===== config.mk =====
export PLATFORM = sky130hd
export DESIGN_NAME = mux_nx1_pipe
export DESIGN_NICKNAME = d
export VERILOG_FILES = /design/src/rtl/mux_nx1_pipe.sv
export SDC_FILE = /design/constraint.sdc
export NUM_CORES = 1
export LEC_CHECK = 0
export BUFFER_PORTS_ARGS = -buffer_cell sky130_fd_sc_hd__buf_2
export CAP_MARGIN = 40
export CORE_ASPECT_RATIO = 0.7
export CORE_UTILIZATION = 25
export CTS_BUF_LIST = sky130_fd_sc_hd__clkbuf_16
export CTS_CLUSTER_DIAMETER = 150
export CTS_CLUSTER_SIZE = 8
export DETAILED_ROUTE_END_ITERATION = 8
export PLACE_DENSITY = 0.49
export SYNTH_ARGS = -nofsm -noshare
export SYNTH_HDL_FRONTEND = slang
export SYNTH_SLANG_ARGS = --single-unit

===== constraint.sdc =====
create_clock -name clk -period 2.9 [get_ports clk]
set_input_delay 0 -clock clk [delete_from_list [all_inputs] [get_ports clk]]
set_output_delay 0 -clock clk [all_outputs]
set_load 0.01 [all_outputs]

===== src/rtl/mux_nx1_pipe.sv =====
// N-to-1 channel multiplexer with a registered output stage and one skid entry,
// plus a sticky out-of-range select flag and a 16-bit transfer counter.
module mux_nx1_pipe #(
    parameter int unsigned WIDTH = 64,
    parameter int unsigned N     = 4,
    parameter int unsigned SELW  = (N > 1) ? $clog2(N) : 1
) (
    input  logic                 clk,
    input  logic                 rst_n,
    input  logic [N*WIDTH-1:0]   in_data,
    input  logic [SELW-1:0]      sel,
    input  logic                 in_valid,
    output logic                 in_ready,
    output logic [WIDTH-1:0]     out_data,
    output logic                 out_valid,
    input  logic                 out_ready,
    input  logic                 err_clr,
    output logic                 sel_err,
    output logic [15:0]          xfer_cnt
);

    localparam int unsigned CMPW = SELW + 1;

    logic [WIDTH-1:0] skid_data;
    logic             skid_full;
    logic [WIDTH-1:0] sel_value;
    logic             sel_oor;
    logic             accept;
    logic             stage_free;
    logic             xfer;

    assign in_ready   = !skid_full;
    assign accept     = in_valid && !skid_full;
    assign stage_free = !out_valid || out_ready;
    assign xfer       = out_valid && out_ready;
    assign sel_oor    = ({1'b0, sel} >= CMPW'(N));

    // Out-of-range selects fall through to all-zero.
    always_comb begin
        sel_value = '0;
        for (int i = 0; i < int'(N); i++) begin
            if (sel == SELW'(i)) begin
                sel_value = in_data[i*WIDTH +: WIDTH];
            end
        end
    end

    // Output register with one skid entry; skid drains before new input.
    always_ff @(posedge clk or negedge rst_n) begin
        if (!rst_n) begin
            out_data  <= '0;
            out_valid <= 1'b0;
            skid_data <= '0;
            skid_full <= 1'b0;
        end else if (stage_free) begin
            if (skid_full) begin
                out_data  <= skid_data;
                out_valid <= 1'b1;
                skid_full <= 1'b0;
            end else if (accept) begin
                out_data  <= sel_value;
                out_valid <= 1'b1;
            end else begin
                out_valid <= 1'b0;
            end
        end else if (accept) begin
            skid_data <= sel_value;
            skid_full <= 1'b1;
        end
    end

    // Set wins over clear.
    always_ff @(posedge clk or negedge rst_n) begin
        if (!rst_n) begin
            sel_err <= 1'b0;
        end else if (accept && sel_oor) begin
            sel_err <= 1'b1;
        end else if (err_clr) begin
            sel_err <= 1'b0;
        end
    end

    always_ff @(posedge clk or negedge rst_n) begin
        if (!rst_n) begin
            xfer_cnt <= '0;
        end else if (xfer) begin
            xfer_cnt <= xfer_cnt + 16'(1);
        end
    end

endmodule


After elaboration in Yosys (flattened, before gate mapping)
Cells that the tools add are included.
Word-level totals
  word-level logic and storage cells: 30
  output and inout port bits: 83
  register bits: 146
  input port bits: 263
Operators by class
  reduce and logical (&&, ||, !) cells: 10
  muxes and demuxes: 10
  bitwise operators: 1
  add/sub/neg operators: 1
  equality and inequality tests: 3
Operators by type and width (number)
  2-to-1 mux 64 bit: 6
  adder 16 x 1 -> 16 bit, second input constant: 1
  equality test 2 bit, second input constant: 2
  2-to-1 mux 1 bit: 4
  AND reduction 2 bit: 2
  nonzero test 2 bit: 2
  equality test 2 x 1 -> 1 bit, second input constant: 1
  logical AND 1 bit: 2
  logical NOT 1 bit: 2
  logical NOT 2 bit: 1
  logical OR 1 bit: 1
  NOT 1 bit: 1

Longest topological paths before layout
Gate-level depths: netlist of the first run.
  depth in word-level cells: 7
  gate-level depth with buffers: 6
  mapped depth without buffers: 5

Worst setup path after synthesis of the first run
OpenSTA, ideal clock, no wires.
  path kind: register to register
  from: register out_valid
  to: register skid_data[14]
  stages on the path, launching flop included: 6
  setup time: 0.125 ns
  path slack: 1.405 ns
  clock period less this slack: 1.495 ns
  path buffers: 2
  arrival time: 1.370 ns
  data required time: 2.775 ns
  cell sequence: dfrtp_1 -> nand2b_2 -> nor3b_1 -> buf_4 -> buf_6 -> mux2_2
On the way
  word-level cells in the longest chain between the ends: 4
RTL lines
  from (decl): line 15  | output logic out_valid,
  from (signal assigned): line 52  | out_valid <= 1'b0;
  from (signal assigned): line 58  | out_valid <= 1'b1;
  from (signal assigned): line 62  | out_valid <= 1'b1;
  logical NOT 1 bit: line 34  | assign stage_free = !out_valid || out_ready;
  logical OR 1 bit: line 34
  NOT 1 bit (no source line)
  AND reduction 2 bit (no source line)
  to (signal assigned): line 67  | skid_data <= sel_value;
  to (decl): line 24  | logic [WIDTH-1:0] skid_data;
Every way passes these cells.
A chain may end at the register's enable or synchronous reset.

Worst setup path after layout of the first run
  from: register skid_full
  to: output in_ready
On the way
  word-level cells in the longest chain between the ends: 1
RTL lines
  from (decl): line 25  | logic skid_full;
  from (signal assigned): line 54  | skid_full <= 1'b0;
  from (signal assigned): line 59  | skid_full <= 1'b0;
  from (signal assigned): line 68  | skid_full <= 1'b1;
  logical NOT 1 bit: line 32  | assign in_ready = !skid_full;
  to (decl): line 13  | output logic in_ready,
Every way passes these cells.

==> results.sh, run 1 <==
export IMPL_endpoint_kind="primary output"
export IMPL_grt_start_max_net_pins=68
export IMPL_max_freq_mhz=504.2
export IMPL_ir_drop_v=0.0003097
export IMPL_required_ns=2.90
export IMPL_rr_endpoint="out_data[40]"
export IMPL_root_buffer="clkbuf_16"
export IMPL_clock_latency_ns=0.42
export IMPL_rows=52
export IMPL_num_vias=6164
export IMPL_io_pins=346
export IMPL_hold_path_class="input pin to flop"
export IMPL_post_drt_wl_per_cell_um=16.47
export IMPL_finalHoldViolCount=0
export IMPL_netlist_instances=629
export IMPL_critPathMaxFanout=33
export IMPL_grtUsageTotal_pct=14.86
export IMPL_grt_pass1_wl_um=35020
export IMPL_cp_slowest_cell="dfrtp_2"
export IMPL_worst_path_most_repeated_cell="buf_4"
export IMPL_clock_skew_ns=0.01406
export IMPL_cp_startpoint="skid_full"
export IMPL_cp_start_kind="flop"
export IMPL_min_delay_start="in_data[15]"
export IMPL_fin_setup_tns_ns=0
export IMPL_fin_cells=1382
export IMPL_syn_nets=893
export IMPL_tightest_slew_ns=0.7073
export IMPL_timing_rr_start="skid_full"
export IMPL_slew_viol_final=0
export IMPL_reg2reg_slack_ns=1.07
export IMPL_setup_viol=0
export IMPL_drive_above_1_share_pct=53.38
export IMPL_rsz0062_at_grt="false"
export IMPL_reg2reg_depth=5
export IMPL_cts_resized=0
export IMPL_worstPathCellList="buf_4 > inv_2 > buf_4 > buf_2"
export IMPL_avgSynthCellArea_um2=12.07
export IMPL_status="completed"
export IMPL_power_density_mw_per_mm2=640.6
export IMPL_path_buf_inv=4
export IMPL_period_share_pct=68.40
export IMPL_hold_depth=3
export IMPL_critPathArrivalTime_ns=1.98
export IMPL_cts_buffer_depth=2
export IMPL_route_detailed_drc=0
export IMPL_cts_sinks=146
export IMPL_numCtsBuffers=17
export IMPL_slowest_delay_ns=0.55
export IMPL_die_h_um=147.8
export IMPL_ant_nets=0
export IMPL_fin_util_pct=35.28
export IMPL_core_mm2=0.02941
export IMPL_dp_cells=1345
export IMPL_clk_pin_slew_worst_paths_ns=0.06
export IMPL_wl_um=22770
export IMPL_initial_core_util_pct=25.83
export IMPL_leakage_nw=4.737
export IMPL_yosys_warnings=0
export IMPL_fp_dieW_um=210.3
export IMPL_grt_pass1_vias=6143
export IMPL_gp_congestion=0.7594
export IMPL_synthDistinctLibCells=28
export IMPL_tritoncts="yes"
export IMPL_antenna_found_initial=2
export IMPL_slew_headroom_pct=52.85
export IMPL_dp_final_hpwl_um=16560
export IMPL_drtIter0Drc=202
export IMPL_via_per_inst=4.460
export IMPL_holdPathEnd="skid_data[15]"
export IMPL_nNetsFinal=1227
export IMPL_io_buffer_count=343
export IMPL_synth_seq_area_share_pct=48.11
export IMPL_synthesis_area_mm2=0.007595
export IMPL_dieArea_mm2=0.03109
export IMPL_layout_min_cycle_time_ns=1.983
export IMPL_grt_overflow=0
export IMPL_htree_num_levels=4
export IMPL_cpLargestDelayFamily="buffers and inverters"
export IMPL_yosys_register_bits=146
export IMPL_maxCapViolCount=0
export IMPL_area_growth_syn_to_layout_pct=36.61
export IMPL_first_pass_iters=4
export IMPL_path_class="flop to primary output"
-- cell usage in the layout, fill, tap and decap left out --
cell	Yosys	layout
conb_1	1	1
xor2_1	2	2
clkinvlp_4	0	2
inv_6	0	2
nor4_1	1	1
buf_4	2	11
clkbuf_16	0	17
nor3b_2	0	1
a31oi_1	64	64
inv_1	1	2
dfrtp_1	146	145
diode_2	0	1
bufinv_16	0	2
dfrtp_2	0	1
buf_2	13	341
mux2_2	62	62
nand3_1	7	7
nand4_1	2	2
nor2_1	68	68
clkinv_4	0	2
mux4_2	60	60
clkinv_1	0	1
nand2b_2	1	1
ha_1	1	1
buf_12	0	8
and4_1	1	1
mux4_1	4	4
mux2_4	3	3
xnor2_1	13	13
nand2_1	137	137
clkinv_2	0	4
inv_2	0	1
buf_6	13	1
dlygate4sd3_1	0	4
nor4_2	1	1
and3_1	2	2
nor2b_4	0	1
-- cells in the mapped netlist, drive strengths merged --
cell / instances / share of area, %
dfrtp: 146 / 48
nand2: 137 / 6.8
nor2: 68 / 3.4
mux2: 65 / 9.8
a31oi: 64 / 5.3
mux4: 64 / 19
buf: 30 / 3.1
clkbuf: 20 / 1.0
xnor2: 13 / 1.5
nand3: 7 / 0.46
and3: 2 / 0.16
nand4: 2 / 0.16
nor4: 2 / 0.25
xor2: 2 / 0.23
and4: 1 / 0.12
conb: 1 / 0.049
ha: 1 / 0.16
inv: 1 / 0.049
nand2b: 1 / 0.12
nor2b: 1 / 0.082
nor3b: 1 / 0.099
-- layout make-up --
class,instances,area [um2]
repair buffers,365,2001
multi-input cells,432,3640
clock buffers,17,425.4
diodes,1,2.502
fillers,3011,19030
flip-flops and latches,146,3655
clock inverters,15,141.4
well taps,405,506.7
inverters,1,3.754
-- tightest hold or removal path, delay by kind of cell --
kind / cells / cell delay, ns
multiplexers: 2 / 0.36
buffers and inverters: 1 / 0.07
-- power breakdown --
group	internal [mW]	switching, mW
registers	2.53	0.282
logic	0.865	0.806
clock network	1.26	0.901
total	4.66	1.99
-- state kept, by name (all words and copies together) (netlist names) --
name,cells
out_data,64
skid_data,64
xfer_cnt,16
out_valid,1
skid_full,1
-- logic make-up after synthesis --
family                     synth area share, %
AOI/OAI and AO/OA                        5.272
xor gates and xnor gates                 1.730
adders and majority gates               0.1647
buffers and inverters                    4.135
DFF                                      48.11
muxes                                    28.96
other                                  0.04938
and+or+nand+nor                          11.58
-- layer usage --
layer | GRT usage (%) | wire length, um
met3 | 4.440 | 1602
met5 | 0 | 13
met2 | 24.50 | 10990
met4 | 3.467 | 173
met1 | 19.10 | 9991
-- stage by stage --
step                hold slack (ns)  total power, mW  cell area (um2)  setup WS (ns)
floorplan                   -0.2956            3.808             7595          1.405
global placement            0.07377            4.511             9766          1.088
detailed placement          0.06221            4.559             9766         0.9763
CTS                         0.01693            6.778            10370         0.8154
global route                0.02357            7.098            10370         0.7454
finish                      0.04783            6.646            10380         0.9165
-- how the worst max path moves through the flow --
stage                     to  slack, ns  cells past startpoint
5_1_grt             in_ready       0.75                      4
3_5_place_dp    out_data[40]       0.98                      5
4_1_cts             in_ready       0.82                      4
2_1_floorplan  skid_data[14]       1.41                      5
3_3_place_gp    out_data[39]       1.09                      5
6_report            in_ready       0.92                      4
-- repair_timing --
item / CTS / global route
hold buffers: 4 / 0
endpoints found under the hold margin: 67 / 0
buffers inserted: 0 / 0
Power figures use the tool's default switching activity.
==> inputs of run 2 (changes only) <==
--- a/config.mk
+++ b/config.mk
@@ -5,6 +5,7 @@
 export SDC_FILE = /design/constraint.sdc
 export NUM_CORES = 1
 export LEC_CHECK = 0
+export ABC_AREA = 1
 export BUFFER_PORTS_ARGS = -buffer_cell sky130_fd_sc_hd__buf_2
 export CAP_MARGIN = 40
 export CORE_ASPECT_RATIO = 0.7
@@ -13,7 +14,7 @@
 export CTS_CLUSTER_DIAMETER = 150
 export CTS_CLUSTER_SIZE = 8
 export DETAILED_ROUTE_END_ITERATION = 8
-export PLACE_DENSITY = 0.49
+export PLACE_DENSITY = 0.48
 export SYNTH_ARGS = -nofsm -noshare
 export SYNTH_HDL_FRONTEND = slang
 export SYNTH_SLANG_ARGS = --single-unit
==> constraint.sdc (replaced) <==
create_clock -name clk -period 1.9 [get_ports clk]
set_input_delay 0 -clock clk [delete_from_list [all_inputs] [get_ports clk]]
set_output_delay 0 -clock clk [all_outputs]
set_load 0.01 [all_outputs]
==> run 2 against run 1 <==
Net effect: sequential power up 54%; via count is 55% higher; register-to-register slack got worse by 0.91 ns; clock power increased by 62%; area after synthesis grew 7.1%; sequential share of layout area down 6.4 points; final area rose by 22%; cell count grew 46%.
==> results.sh, run 2 <==
export IMPL_status="completed"
export IMPL_cts_resized=0
export IMPL_slew_viol_final=0
export IMPL_numCtsBuffers=17
export IMPL_route_detailed_drc=0
export IMPL_netlist_top_cells_area="dfrtp_1 (45%), nand3_1 (14%), nand2_1 (12%), a21oi_1 (7.9%), or2_1 (4.6%)"
export IMPL_wl_um=34920
export IMPL_avgSynthCellArea_um2=7.464
export IMPL_period_share_pct=91.73
export IMPL_synth_edf_count=0
export IMPL_finish_instance_area_mm2=0.01266
export IMPL_synthDistinctLibCells=31
export IMPL_area_growth_syn_to_layout_pct=55.67
export IMPL_first_pass_iters=5
export IMPL_synthDominantCellAreaShare_pct=44.91
export IMPL_cp_slowest_cell="dlygate4sd3_1"
export IMPL_place_area_mm2=0.01033
export IMPL_dieArea_mm2=0.03328
export IMPL_fp_dieW_um=217.6
export IMPL_cp_start_kind="flop"
export IMPL_fin_total_pwr_mw=11.01
export IMPL_die_h_um=152.9
export IMPL_synthesis_area_mm2=0.008135
export IMPL_grt_pass1_wl_um=54440
export IMPL_hold_path_class="input pin to flop"
export IMPL_whs_ns=0.001565
export IMPL_leakage_nw=6.166
export IMPL_drtIter0Drc=613
export IMPL_drive_above_1_share_pct=26.08
export IMPL_final_cell_mix="buf_2 (341), nand2_1 (255), nand3_1 (231), dlygate4sd3_1 (174), dfrtp_1 (145)"
export IMPL_grt_pass1_vias=9549
export IMPL_netlist_instances=1090
export IMPL_setup_viol=0
export IMPL_nNetsFinal=1842
export IMPL_synthArstFlopShare_pct=100.0
export IMPL_yosys_register_bits=146
export IMPL_reg_top3="out_data (64), skid_data (64), xfer_cnt (16)"
export IMPL_via_per_inst=4.756
export IMPL_fin_setup_tns_ns=0
export IMPL_required_ns=2.27
export IMPL_synth_common_cells="nand2_1 (255), nand3_1 (231), dfrtp_1 (146)"
export IMPL_max_freq_mhz=573.8
export IMPL_layout_min_cycle_time_ns=1.743
export IMPL_cts_sinks=146
export IMPL_fin_util_pct=40.14
export IMPL_critPathMaxFanout=41
export IMPL_grt_start_max_net_pins=61
export IMPL_io_pins=346
export IMPL_worstPathCellList="inv_2 > buf_12 > nand3_1 > dlygate4sd3_1 > a21oi_1"
export IMPL_path_buf_inv=3
export IMPL_ir_drop_v=0.0006512
export IMPL_power_density_mw_per_mm2=869.1
export IMPL_rsz0062_at_grt="false"
export IMPL_final_common_cell="buf_2"
export IMPL_syn_nets=1354
export IMPL_post_drt_wl_per_cell_um=17.35
export IMPL_clock_latency_ns=0.45
export IMPL_maxCapViolCount=0
export IMPL_antenna_found_initial=2
export IMPL_yosysMostFrequentCell="nand2_1"
export IMPL_root_buffer="clkbuf_16"
export IMPL_gp_congestion=0.8697
export IMPL_rows=54
export IMPL_core_mm2=0.03155
export IMPL_cts_setup_buffers=0
export IMPL_grt_overflow=0
export IMPL_tritoncts="yes"
export IMPL_slew_headroom_pct=59.64
export IMPL_cts_buffer_depth=2
export IMPL_yosys_warnings=0
export IMPL_synth_seq_area_share_pct=44.91
export IMPL_critPathArrivalTime_ns=2.11
export IMPL_io_buffer_count=343
export IMPL_finalHoldViolCount=0
export IMPL_initial_core_util_pct=25.78
export IMPL_dp_final_hpwl_um=23930
export IMPL_post_synth_top_area_cell="dfrtp_1"
export IMPL_clk_pin_slew_worst_paths_ns=0.06
export IMPL_synth_main_ff_cell="dfrtp_1"
export IMPL_num_vias=9573
export IMPL_cpLargestDelayFamily="buffers and inverters"
export IMPL_htree_num_levels=4
export IMPL_grtUsageTotal_pct=21.41
export IMPL_clock_skew_ns=0.005334
export IMPL_slowest_delay_ns=0.57
export IMPL_endpoint_kind="flop"
export IMPL_ant_nets=0
export IMPL_tightest_slew_ns=0.6008
export IMPL_path_class="flop to flop"
-- run 2: changes by cell type after synthesis, sizes merged, moves of 5 or more --
cell	previous run	this run
or2	0	64
o21ai	0	65
nand2	137	256
a31oi	64	0
nor2	68	77
mux4	64	0
mux2	65	0
inv	1	25
buf	30	53
nor3	0	5
a21oi	0	129
nand3	7	231
xnor2	13	3
-- run 2: layout make-up --
type / count / area, um2
fillers: 3311 / 18890
clock inverters: 15 / 166.4
repair buffers: 544 / 3795
flip-flops and latches: 146 / 3655
clock buffers: 17 / 425.4
diodes: 2 / 5.005
inverters: 25 / 93.84
well taps: 420 / 525.5
multi-input cells: 844 / 3999
-- run 2: worst min-delay path, delay by kind of cell --
| family | cells | cell delay, ns |
|---|---|---|
| buffers and inverters | 1 | 0.07 |
| AND/OR/NAND/NOR | 4 | 0.34 |
-- run 2: stage by stage --
stage	setup slack, ns	std cells
after floorplan	0.6262	1090
after global placement	0.3272	1805
after detailed placement	0.3175	1805
after CTS	0.1622	2011
after global routing	0.04486	2013
final	0.1572	2013
-- run 2: worst paths after layout --
kind,slack [ns],cells past startpoint,startpoint,end
worst min-delay path,0.002,5,in_data[151],skid_data[23]
min in group asynchronous,0.06,2,rst_n,xfer_cnt[13]
max in group asynchronous,1.13,3,rst_n,out_data[36]
worst max register to register,0.16,5,skid_full,out_data[42]
worst max-delay path,0.16,5,skid_full,out_data[42]
worst min register to register,0.48,2,skid_data[21],skid_data[21]
-- run 2: power by group --
| group | switching (mW) | internal (mW) | total, mW |
|---|---|---|---|
| Sequential | 0.462 | 3.88 | 4.34 |
| Combinational | 1.75 | 1.42 | 3.17 |
| Clock | 1.44 | 2.05 | 3.50 |
-- run 2: per-layer routing --
metal  vias to the layer above  track usage (%)  part of all wire, %
li1                       4631                -                    -
met1                      4589            28.77                   46
met2                       306            33.80                   46
met3                        47            4.677                  5.4
met4                         0            7.344                  2.2
met5                         -                0                    0
-- run 2: logic make-up after synthesis --
logic type,after synthesis,synth area share (%)
AO/OA/AOI/OAI,195,12.07
XOR/XNOR,8,0.8613
adder cells (fa/ha/maj),1,0.1538
buffers and inverters,100,6.106
flip-flops,146,44.91
other,1,0.04610
AND/OR/NAND/NOR,639,35.85
-- run 2: what timing repair did --
| action | 4_1_cts | 5_1_grt |
|---|---|---|
| hold endpoints to repair | 276 | 0 |
| endpoints found under the setup margin | 0 | 0 |
| hold buffers | 174 | 0 |
